`config.mk`:
```
export PLATFORM = sky130hd
export DESIGN_NAME = vga_pixel_fifo
export DESIGN_NICKNAME = d
export VERILOG_FILES = /design/src/rtl/vga_pixel_fifo.sv
export SDC_FILE = /design/constraint.sdc
export NUM_CORES = 1
export LEC_CHECK = 0
export CORE_UTILIZATION = 29
export CTS_BUF_LIST = sky130_fd_sc_hd__clkbuf_8
export DETAILED_ROUTE_END_ITERATION = 12
export DONT_BUFFER_PORTS = 1
export PLACE_DENSITY_LB_ADDON = 0.3
export SLEW_MARGIN = 5
export SYNTH_ARGS = -nofsm -noshare
export SYNTH_HDL_FRONTEND = slang
export SYNTH_SLANG_ARGS = --single-unit
```
`constraint.sdc`:
```
create_clock -name clk -period 3.95 [get_ports clk]
set_input_delay 0.9875 -clock clk [delete_from_list [all_inputs] [get_ports clk]]
set_output_delay 0.9875 -clock clk [all_outputs]
set_load 0.01 [all_outputs]
```
`src/rtl/vga_pixel_fifo.sv`:
```
// vga_pixel_fifo: elastic pixel buffer in front of the VGA data-stream stage.
// Producer pushes {sof, pixel} over valid/ready; pixels are released one per
// pixel_req cycle once the stream has been aligned to a frame_start pulse.
// Underflow or frame misalignment drops back to ALIGN and bumps err_count.
//
//   state  | meaning
//   -------+-----------------------------------------------------------------
//   ALIGN  | discard untagged heads until a sof-tagged pixel sits at the head
//   ARMED  | sof pixel held at head, waiting for frame_start
//   STREAM | locked; one pop per pixel_req, sof tag must match frame_start
module vga_pixel_fifo #(
  parameter int DATA_W = 12,
  parameter int DEPTH  = 16,
  parameter int ADDR_W = 4,
  parameter int ERR_W  = 8
) (
  input  logic                clk,
  input  logic                rst_n,
  input  logic                s_valid,
  input  logic [DATA_W-1:0]   s_data,
  input  logic                s_sof,
  output logic                s_ready,
  input  logic                pixel_req,
  input  logic                frame_start,
  output logic [DATA_W-1:0]   rgb_data,
  output logic [ADDR_W:0]     level,
  output logic [ERR_W-1:0]    err_count,
  output logic                locked
);

  typedef enum logic [1:0] {
    ALIGN  = 2'd0,
    ARMED  = 2'd1,
    STREAM = 2'd2
  } state_t;

  localparam logic [ADDR_W:0]  LVL_FULL = (ADDR_W+1)'(DEPTH);
  localparam logic [ADDR_W:0]  LVL_ONE  = (ADDR_W+1)'(1);
  localparam logic [ERR_W-1:0] ERR_MAX  = '1;

  // storage: bit DATA_W holds the sof tag
  logic [DATA_W:0]     mem_q [DEPTH];
  logic [ADDR_W-1:0]   wr_ptr_q, rd_ptr_q;
  logic [ADDR_W:0]     level_q, level_d;
  state_t              state_q, state_d;
  logic                locked_q;
  logic [DATA_W-1:0]   rgb_q, rgb_d;
  logic [ERR_W-1:0]    err_q;

  logic                empty;
  logic                push;
  logic                pop;
  logic                err_evt;
  logic                head_sof;
  logic [DATA_W-1:0]   head_pix;

  assign empty    = (level_q == '0);
  assign s_ready  = (level_q != LVL_FULL);
  assign push     = s_valid && s_ready;
  assign head_sof = mem_q[rd_ptr_q][DATA_W];
  assign head_pix = mem_q[rd_ptr_q][DATA_W-1:0];

  assign rgb_data  = rgb_q;
  assign level     = level_q;
  assign err_count = err_q;
  assign locked    = locked_q;

  // Storage array: no reset, contents are invalidated by the pointer reset.
  always_ff @(posedge clk) begin
    if (push) begin
      mem_q[wr_ptr_q] <= {s_sof, s_data};
    end
  end

  // Pop / error decisions and next state; rgb_data defaults to blank.
  always_comb begin
    pop     = 1'b0;
    err_evt = 1'b0;
    state_d = state_q;
    rgb_d   = '0;
    unique case (state_q)
      ALIGN: begin
        if (!empty) begin
          if (head_sof) begin
            state_d = ARMED;
          end else begin
            pop = 1'b1;
          end
        end
      end
      ARMED: begin
        if (frame_start && !empty) begin
          pop     = 1'b1;
          rgb_d   = head_pix;
          state_d = STREAM;
        end
      end
      STREAM: begin
        if (pixel_req) begin
          if (empty) begin
            err_evt = 1'b1;
            state_d = ALIGN;
          end else if (head_sof != frame_start) begin
            // leave the head in place so ALIGN can re-arm on a sof entry
            err_evt = 1'b1;
            state_d = ALIGN;
          end else begin
            pop   = 1'b1;
            rgb_d = head_pix;
          end
        end
      end
      default: begin
        state_d = ALIGN;
      end
    endcase
  end

  // Occupancy next value; push is already blocked when full.
  always_comb begin
    level_d = level_q;
    unique case ({push, pop})
      2'b10:   level_d = level_q + LVL_ONE;
      2'b01:   level_d = level_q - LVL_ONE;
      default: level_d = level_q;
    endcase
  end

  // Pointers and registered occupancy.
  always_ff @(posedge clk or negedge rst_n) begin
    if (!rst_n) begin
      wr_ptr_q <= '0;
      rd_ptr_q <= '0;
      level_q  <= '0;
    end else begin
      if (push) wr_ptr_q <= wr_ptr_q + 1'b1;
      if (pop)  rd_ptr_q <= rd_ptr_q + 1'b1;
      level_q <= level_d;
    end
  end

  // FSM state with registered outputs: locked, rgb_data, saturating err_count.
  always_ff @(posedge clk or negedge rst_n) begin
    if (!rst_n) begin
      state_q  <= ALIGN;
      locked_q <= 1'b0;
      rgb_q    <= '0;
      err_q    <= '0;
    end else begin
      state_q  <= state_d;
      locked_q <= (state_d == STREAM);
      rgb_q    <= rgb_d;
      if (err_evt && (err_q != ERR_MAX)) begin
        err_q <= err_q + 1'b1;
      end
    end
  end

endmodule
```
# After elaboration in Yosys (flattened, before gate mapping)
# Memory sizes are Yosys's and may differ from the RTL's.
# Index checks and enable logic that the tools add are counted.
dict set report totals {
  ff_bits 36
  mem_bits_rw 208
  in_bits 18
  output_inout_bits 27
  wordCells 54
  mem_count 1
}
dict set report op_classes {
  n_addsub 5
  n_eq_ne 8
  n_mux 26
  n_reduce_logical 7
}
# name words word_bits rd rd_ports_with_merged_regs write_ports line_no
set memory_table {}
lappend memory_table {mem_q 16 13 1 0 1 42} ;# logic [DATA_W:0] mem_q [DEPTH];
# operator n
set op_table {}
lappend op_table {{two-way mux 12 bit} 4}
lappend op_table {{one-hot mux 12 bit (2 select lines)} 1}
lappend op_table {{two-way mux 1 bit} 12}
lappend op_table {{two-way mux 2 bit} 6}
lappend op_table {{one-hot mux 5 bit (2 select lines)} 1}
lappend op_table {{adder 4 x 1 -> 4 bit (second input constant)} 2}
lappend op_table {{adder 8 x 1 -> 8 bit (second input constant)} 1}
lappend op_table {{!= test 8 bit (second input constant)} 1}
lappend op_table {{equality test 2 bit (second input constant)} 3}
lappend op_table {{one-hot mux 2 bit (3 select lines)} 1}
lappend op_table {{adder 5 x 1 -> 5 bit (second input constant)} 1}
lappend op_table {{zero test 5 bit} 1}
lappend op_table {{!= test 5 bit (second input constant)} 1}
lappend op_table {{subtractor 5 x 1 -> 5 bit (second input constant)} 1}
lappend op_table {{equality test 2 x 1 -> 1 bit (second input constant)} 2}
lappend op_table {{logical AND 1 bit} 3}
lappend op_table {{one-hot mux 1 bit (3 select lines)} 1}
lappend op_table {{zero test 2 bit} 1}
lappend op_table {{nonzero test 2 bit} 1}
lappend op_table {{zero test 1 bit} 1}
lappend op_table {{!= test 1 bit} 1}

# Depth between registers and ports, before layout
# Gate-level depths: netlist (run 1).
# An unclocked memory read counts as a cell.
dict set report logic_depth {
  word_depth 8
  mapped_depth 15
  ltp_nobuf 15
}

# Worst setup path before layout (run 1)
# Ideal clock, no wire load.
dict set report synth_timing {
  path_kind {in2reg}
  start {in frame_start}
  end {reg level_q[4] (netlist: level[4])}
  setup_time_ps 128
  t_arrival_ps 2994
  t_required_ps 3822
  path_slack_ps 828
  path_stages 13
  path_buffers 0
  cell_sequence {inv_1 -> nand3_1 -> o2111a_1 -> a211oi_4 -> ha_1 -> inv_1 -> fa_1 -> inv_1 -> a21o_1 -> a21oi_1 -> xnor2_1 -> nor2_1 -> xor2_1}
}
dict set report synth_between {
  elab_chain_cells 7
  elab_cells_between_ends 11
  cone_classes {eq/ne: 3; mux: 6; reduce/logical: 2}
}
# item line_no
set synth_lines {}
lappend synth_lines {{from (decl)} 24} ;# input logic frame_start,
lappend synth_lines {{!= test 1 bit} 103} ;# end else if (head_sof != frame_start) begin
lappend synth_lines {{two-way mux 1 bit} 103}
lappend synth_lines {{two-way mux 1 bit} 100} ;# if (empty) begin
lappend synth_lines {{two-way mux 1 bit} 99} ;# if (pixel_req) begin
lappend synth_lines {{one-hot mux 1 bit (3 select lines) (*)} 81} ;# unique case (state_q)
lappend synth_lines {{named net pop} 52} ;# logic pop;
lappend synth_lines {{equality test 2 x 1 -> 1 bit / equality test 2 bit (equally long branches)} 122} ;# unique case ({push, pop})
lappend synth_lines {{one-hot mux 5 bit (2 select lines) / nonzero test 2 bit (equally long branches)} --}
lappend synth_lines {{to (signal assigned)} 138} ;# level_q <= level_d;
lappend synth_lines {{to (decl)} 44} ;# logic [ADDR_W:0] level_q, level_d;
# Mark *: on every way through the listed nets, which the timed path passes. The rest lies on a longest branch.
# A chain may end at the register's enable or synchronous reset.

# Worst setup path in the final report (run 1)
dict set report layout_timing {
  start {reg rd_ptr_q[2]}
  end {reg level_q[4] (netlist: level[4])}
}
dict set report layout_between {
  elab_chain_cells 8
  elab_cells_between_ends 12
  cone_classes {eq/ne: 3; mux: 7; reduce/logical: 1; memory: 1}
}
# item line_no
set layout_lines {}
lappend layout_lines {{from (decl)} 43} ;# logic [ADDR_W-1:0] wr_ptr_q, rd_ptr_q;
lappend layout_lines {{from (signal assigned)} 137} ;# if (pop) rd_ptr_q <= rd_ptr_q + 1'b1;
lappend layout_lines {{memory (16 x 13 bit) (*)} --}
lappend layout_lines {{!= test 1 bit} 103}
lappend layout_lines {{two-way mux 1 bit} 103}
lappend layout_lines {{two-way mux 1 bit} 100}
lappend layout_lines {{two-way mux 1 bit} 99}
lappend layout_lines {{one-hot mux 1 bit (3 select lines) (*)} 81}
lappend layout_lines {{named net pop} 52}
lappend layout_lines {{equality test 2 x 1 -> 1 bit / equality test 2 bit (equally long branches)} 122}
lappend layout_lines {{one-hot mux 5 bit (2 select lines) / nonzero test 2 bit (equally long branches)} --}
# Marked as above.

==> results of run 1 <==
-- final timing paths --
check | start | to | slack (ns) | cells past startpoint
hold reg to reg | err_count[4] | err_count[4] | 0.55 | 1
min in group clk | s_data[7] | mem_q[8][7] | 0.51 | 0
max in group asynchronous | rst_n | rgb_data[5] | 3.72 | 0
setup / recovery | rd_ptr_q[2] | level[4] | 0.50 | 14
hold / removal | rst_n | rgb_data[7] | 0.12 | 0
setup reg to reg | rd_ptr_q[2] | level[4] | 0.50 | 14
-- critical path, cell delays in order, from the launching register on --
cell,delay (ns)
dfrtp_1,0.54
buf_4,0.29
mux4_2,0.35
a22oi_4,0.23
o21ai_4,0.17
a211oi_4,0.38
ha_1,0.30
inv_1,0.10
fa_1,0.40
inv_1,0.07
a21o_1,0.10
a21oi_1,0.07
xnor2_1,0.13
nor2_1,0.06
xor2_1,0.14
-- power groups by stage --
| stage | Clock, W | Sequential (W) | Combinational, W |
|---|---|---|---|
| after floorplan | 0 | 0.00336 | 0.00198 |
| after global placement | 0 | 0.00348 | 0.00246 |
| after detailed placement | 0 | 0.00350 | 0.00250 |
| after CTS | 0.00232 | 0.00346 | 0.00252 |
| after global routing | 0.00243 | 0.00349 | 0.00268 |
| final | 0.00226 | 0.00345 | 0.00247 |
-- cell families after synthesis --
family / after synthesis / synth area share, %
buffers and inverters: 36 / 1.65
multiplexers: 68 / 15.0
adder cells (fa/ha/maj): 15 / 1.98
XOR/XNOR: 19 / 1.88
flip-flops: 244 / 72.7
AND/OR/NAND/NOR: 75 / 3.87
AO/OA/AOI/OAI: 35 / 2.98
-- Yosys cell counts (all sizes together) (2+ instances only) --
cell / count / area [um2]
a21o: 4 / 30.0
a21oi: 6 / 30.0
a31oi: 2 / 12.5
and2: 2 / 12.5
and3: 5 / 31.3
buf: 11 / 68.8
clkbuf: 11 / 41.3
dfrtp: 36 / 901
edfxtp: 208 / 6250
ha: 14 / 175
inv: 14 / 52.6
mux2: 3 / 33.8
mux2i: 2 / 20.0
mux4: 63 / 1420
nand2: 13 / 48.8
nand2b: 6 / 37.5
nand3: 4 / 20.0
nand4: 2 / 12.5
nor2: 19 / 71.3
nor2b: 14 / 87.6
nor3: 6 / 30.0
nor4: 2 / 12.5
o211ai: 6 / 45.0
o21ai: 6 / 45.1
o22ai: 2 / 18.8
xnor2: 16 / 159
xor2: 3 / 26.3
-- through the flow --
stage / worst slack [ns] / hold WS, ns / power, W / area [um2] / std cells
after detailed placement: 0.454 / 0.550 / 0.00600 / 10500 / 946
after floorplan: 0.828 / 0.520 / 0.00534 / 9840 / 492
after global placement: 0.494 / 0.550 / 0.00594 / 10500 / 946
after global routing: 0.214 / 0.0772 / 0.00861 / 11400 / 1023
final: 0.498 / 0.118 / 0.00817 / 11400 / 1023
after CTS: 0.439 / 0.0762 / 0.00829 / 11400 / 1023
-- layout make-up --
class / instances / area (um2) / share of cell area [%]
multi-input combinational: 212 / 2550 / 22.4
tap: 448 / 561 / 4.93
timing repair buffer: 28 / 210 / 1.85
inverter: 14 / 52.6 / 0.462
clock inverter: 30 / 199 / 1.75
sequential: 244 / 7150 / 62.9
clock buffer: 47 / 647 / 5.69
-- sequential cells by signal, summed over array words and instances, names as in the netlist --
| signal | flops |
|---|---|
| level | 5 |
| err_count | 8 |
| locked | 1 |
| mem_q | 208 |
| state_q | 2 |
| rgb_data | 12 |
| wr_ptr_q | 4 |
| rd_ptr_q | 4 |
-- layer usage --
layer / up-vias / global-route usage, % / part of all wire (%)
met4: 0 / 4.07 / 1.9
li1: 2080 / - / -
met3: 36 / 3.37 / 5.3
met1: 2528 / 15.6 / 41
met5: - / 0 / 0
met2: 141 / 23.6 / 52
==> results_dict.tcl, run 1 <==
set metrics [dict create \
    comb_power_share_pct 30.2 \
    tns_ns 0 \
    wl_per_cell_um 21.4 \
    rsz0062_at_grt "no" \
    syn-num-nets 525 \
    drt-initial-drc-count 300 \
    drive_gt1_share_pct 27.5 \
    startpoint_type "flop" \
    grt_use_total_pct 13.2 \
    ctsHoldBuffers 0 \
    vias 4785 \
    syn_area_per_cell_um2 20.0 \
    yosysSeqAreaShare_pct 72.7 \
    dieArea_mm2 0.0347 \
    peakVddDrop_uv 299 \
    syn2layout_area_growth_pct 15.6 \
    vias_per_cell 4.68 \
    finalHoldViolations 0 \
    min_period_ns 3.45 \
    ys_ff_latch 244 \
    worstSetupPathType "reg -> reg" \
    fp.dieW_um 186 \
    io_buffer_count 0 \
    required_ns 4.39 \
    yosys_warnings 0 \
    period_share_pct 87.4 \
    post-route-util_pct 34.0 \
    ctsRootBufferMaster "clkbuf_8" \
    core-area_mm2 0.0334 \
    synthCells 492 \
    antenna_left 0 \
    grt_pass1_vias 5208 \
    pin_count 45 \
    maxCapViolCount 0 \
    grt_max_degree 37 \
    rows 67 \
    clock_sinks 244 \
    ys.flop_type "edfxtp_1" \
    fmax_mhz 290 \
    synth_edf_count 208 \
    p_switching_w 0.00255 \
    post_cts_resized 0 \
    pwr-share-clk_pct 27.6 \
    cts_buffers 43 \
    final_nets 576 \
    cts_tree "done" \
    antenna_cells 0 \
    crit_fanout 10 \
    p_leak_nw 3.88 \
    worst-endpoint-arrival_ns 3.89 \
    drt_wl_total_um 21900 \
    switching_share_pct 31.2 \
    clkSlewWorstSetupHoldPaths_ns 0.06 \
    clock_latency_ns 0.57 \
    p_int_w 0.00562 \
    n_fill_cell 3117 \
    endpoint_kind "flop" \
    drc 0 \
    start_util_pct 29.4 \
    hpwl_um 13300 \
    max-slew-margin-rel_pct 33.1 \
    dr.pass1.iters 5 \
    finalClockSkew_ns 0.0356 \
    outcome "finished clean" \
    netlist_area_mm2 0.00984 \
    async_reset_ff_share_pct 14.8 \
    hold_path_class "in -> async" \
    h-tree-depth 2 \
    final_cell_mix "208 x edfxtp_1, 63 x mux4_2, 47 x clkbuf_8, 34 x dfrtp_1, 28 x buf_4" \
    grt_pass1_wl_um 32700 \
    setup_viol 0 \
    dieHeight_um 186 \
    final_common_cell "edfxtp_1" \
    place_congestion 0.766 \
    powerDensity_mw_per_mm2 719 \
    synth_cell_types 47 \
    post-cts-setup-buffers 0 \
    antenna_found_initial 0 \
    maxSlewViolCount 0 \
    seq_power_share_pct 42.2 \
    cts.path.max_buffers 3 \
    worst_pin_slew_ns 1.00 \
    globalRouteOverflowTotal 0 \
]
No activity file was read; power rests on OpenSTA's default activity.
==> inputs of run 2 (changes only) <==
ABC_AREA = 1   (was unset)
CAP_MARGIN = 10   (was unset)
==> results_dict.tcl, run 2 <==
set metrics [dict create \
    drt_wl_total_um 25000 \
    dr.pass1.iters 4 \
    worstReg2RegEnd "level[4]" \
    cts.path.max_buffers 3 \
    post_cts_resized 0 \
    maxSlewViolCount 0 \
    start_util_pct 29.7 \
    grt_use_total_pct 14.2 \
    cp_common_cell "nand2_1" \
    synthCells 780 \
    io_buffer_count 0 \
    ctsRootBufferMaster "clkbuf_8" \
    rrSetupSlack_ns 0.61 \
    crit_chain "inv_4, nand2_1, nand2_1, nand2_1, nand3_1, nand3_2, nand2_2, nand2_2, nand4_2, nand3_2, nand2_2, inv_1, ha_1, ha_1, nand2_1, nor2_1, a211oi_1, nand2_1, nand2_1, nor2_1, xor2_1" \
    yosys.area.top_type "edfxtp_1" \
    globalRouteOverflowTotal 0 \
    yosys_warnings 0 \
    max_stage_delay_ns 0.60 \
    cts_tree "done" \
    outcome "finished clean" \
    setup_viol 0 \
    p_leak_nw 4.08 \
    core-area_mm2 0.0337 \
    cp-startpoint "rd_ptr_q[0]" \
    min_period_ns 3.34 \
    grt_max_degree 67 \
    largest_reg_flops 208 \
    wl_per_cell_um 19.4 \
    slowest_stage "dfrtp_4" \
    grt_pass1_wl_um 38000 \
    netlist_area_mm2 0.0100 \
    hold_path_class "in -> async" \
    async_reset_ff_share_pct 14.8 \
    ys.flop_type "edfxtp_1" \
    grt_pass1_vias 6285 \
    rows 67 \
    post-cts-setup-buffers 0 \
    endpoint_kind "flop" \
    peakVddDrop_uv 279 \
    fmax_mhz 300 \
    dieArea_mm2 0.0352 \
    ys_ff_latch 244 \
    fp.dieW_um 188 \
    crit_fanout 40 \
    clkSlewWorstSetupHoldPaths_ns 0.06 \
    antenna_left 0 \
    final_cell_mix "208 x edfxtp_1, 119 x nor2_1, 96 x o21ai_0, 67 x nand2_1, 64 x inv_1" \
    syn_area_per_cell_um2 12.8 \
    final_nets 839 \
    pin_count 45 \
    tns_ns 0 \
    worst_pin_slew_ns 0.872 \
    drt-initial-drc-count 459 \
    finalClockSkew_ns 0.0457 \
    placed_area_mm2 0.0106 \
    finalHoldViolations 0 \
    hpwl_um 14400 \
    vias 6204 \
    drc 0 \
    maxCapViolCount 0 \
    power.total_w 0.00786 \
    place_congestion 0.778 \
    clock_sinks 244 \
    syn-num-nets 813 \
    r2r_start "rd_ptr_q[0]" \
    max-slew-margin-rel_pct 41.7 \
    period_share_pct 84.4 \
    regMostFlops "mem_q" \
    yosysSeqAreaShare_pct 71.5 \
    drive_gt1_share_pct 13.0 \
    syn2layout_area_growth_pct 13.1 \
    vias_per_cell 4.82 \
    worst-endpoint-arrival_ns 3.76 \
    cts_buffers 40 \
    worstSetupPathType "reg -> reg" \
    yosys-top-cells-area "edfxtp_1 62%, dfrtp_1 9.0%, o21ai_0 4.8%, nor2_1 4.5%, o221ai_1 2.9%" \
    powerDensity_mw_per_mm2 695 \
    yosysMostFrequentCell "edfxtp_1" \
    synth_top_area_share_pct 62.4 \
    antenna_found_initial 0 \
    h-tree-depth 2 \
    antenna_cells 0 \
    synthTopCellsByCount "208 x edfxtp_1, 119 x nor2_1, 96 x o21ai_0" \
    startpoint_type "flop" \
    ff2ff_path_depth 21 \
    cp-endpoint "level[4]" \
    clock_latency_ns 0.57 \
    final_common_cell "edfxtp_1" \
    ctsHoldBuffers 0 \
    dieHeight_um 188 \
    required_ns 4.37 \
    synth_cell_types 35 \
    postLayoutCellArea_mm2 0.0113 \
    rsz0062_at_grt "no" \
    synth_edf_count 208 \
]
-- run 2: per-stage QoR --
stage | worst slack (ns) | utilization [%] | hold WS (ns) | std cells
floorplan | 1.26 | - | 0.539 | 780
global placement | 0.710 | 31.4 | 0.564 | 1212
detailed placement | 0.617 | 31.4 | 0.571 | 1212
CTS | 0.598 | 33.6 | 0.0835 | 1286
global route | 0.274 | 33.6 | 0.0840 | 1286
finish | 0.615 | 33.6 | 0.118 | 1286
-- run 2: worst max-delay path: cells and delay by family, from the launching register on --
kind	cells	cell delay, ns
and+or+nand+nor	15	1.23
DFF	1	0.60
adders and majority gates	2	0.56
buffers and inverters	2	0.41
AOI/OAI and AO/OA	1	0.26
xor gates and xnor gates	1	0.13
-- run 2: logic make-up (layout without fill, tap and decap cells) --
kind of cell,count (synthesis),in the layout,synth area share [%]
fa+ha+maj,15,15,1.95
simple gates,235,235,10.0
flops,244,244,71.5
compound gates,185,185,11.5
xor+xnor,14,14,1.38
buf+inv,87,145,3.74
-- run 2: where the power goes --
| part | total (W) | internal, W | leakage, nW | switching [W] |
|---|---|---|---|---|
| clock | 0.00207 | 0.00104 | 0.462 | 0.00103 |
| sequential | 0.00341 | 0.00315 | 2.35 | 0.000258 |
| combinational | 0.00239 | 0.000741 | 1.27 | 0.00165 |
| total | 0.00786 | 0.00492 | 4.08 | 0.00294 |
-- run 2: worst min-delay path by stage --
| stage | slack [ns] | cells past startpoint | from | to |
|---|---|---|---|---|
| after floorplan | 0.54 | 1 | err_count[4] | err_count[4] |
| after global placement | 0.56 | 1 | err_count[3] | err_count[3] |
| after CTS | 0.08 | 0 | rst_n | rgb_data[1] |
| after global routing | 0.08 | 0 | rst_n | rgb_data[10] |
| final | 0.12 | 0 | rst_n | rgb_data[5] |
| after detailed placement | 0.57 | 1 | err_count[3] | err_count[3] |
-- run 2: area by class of cell --
class,count,area (um2)
clock inverter,30,143
sequential,244,7150
timing repair buffer,27,203
clock buffer,44,606
inverter,44,170
multi-input combinational,449,2480
tap,448,561
fill,3363,22400
-- run 2: routing by layer --
metal / part of all wire, % / track usage [%] / vias up
met2: 45 / 22.0 / 177
met5: 0 / 0 / -
li1: - / - / 2893
met4: 2.2 / 5.07 / 0
met1: 47 / 19.7 / 3090
met3: 6.0 / 2.96 / 44
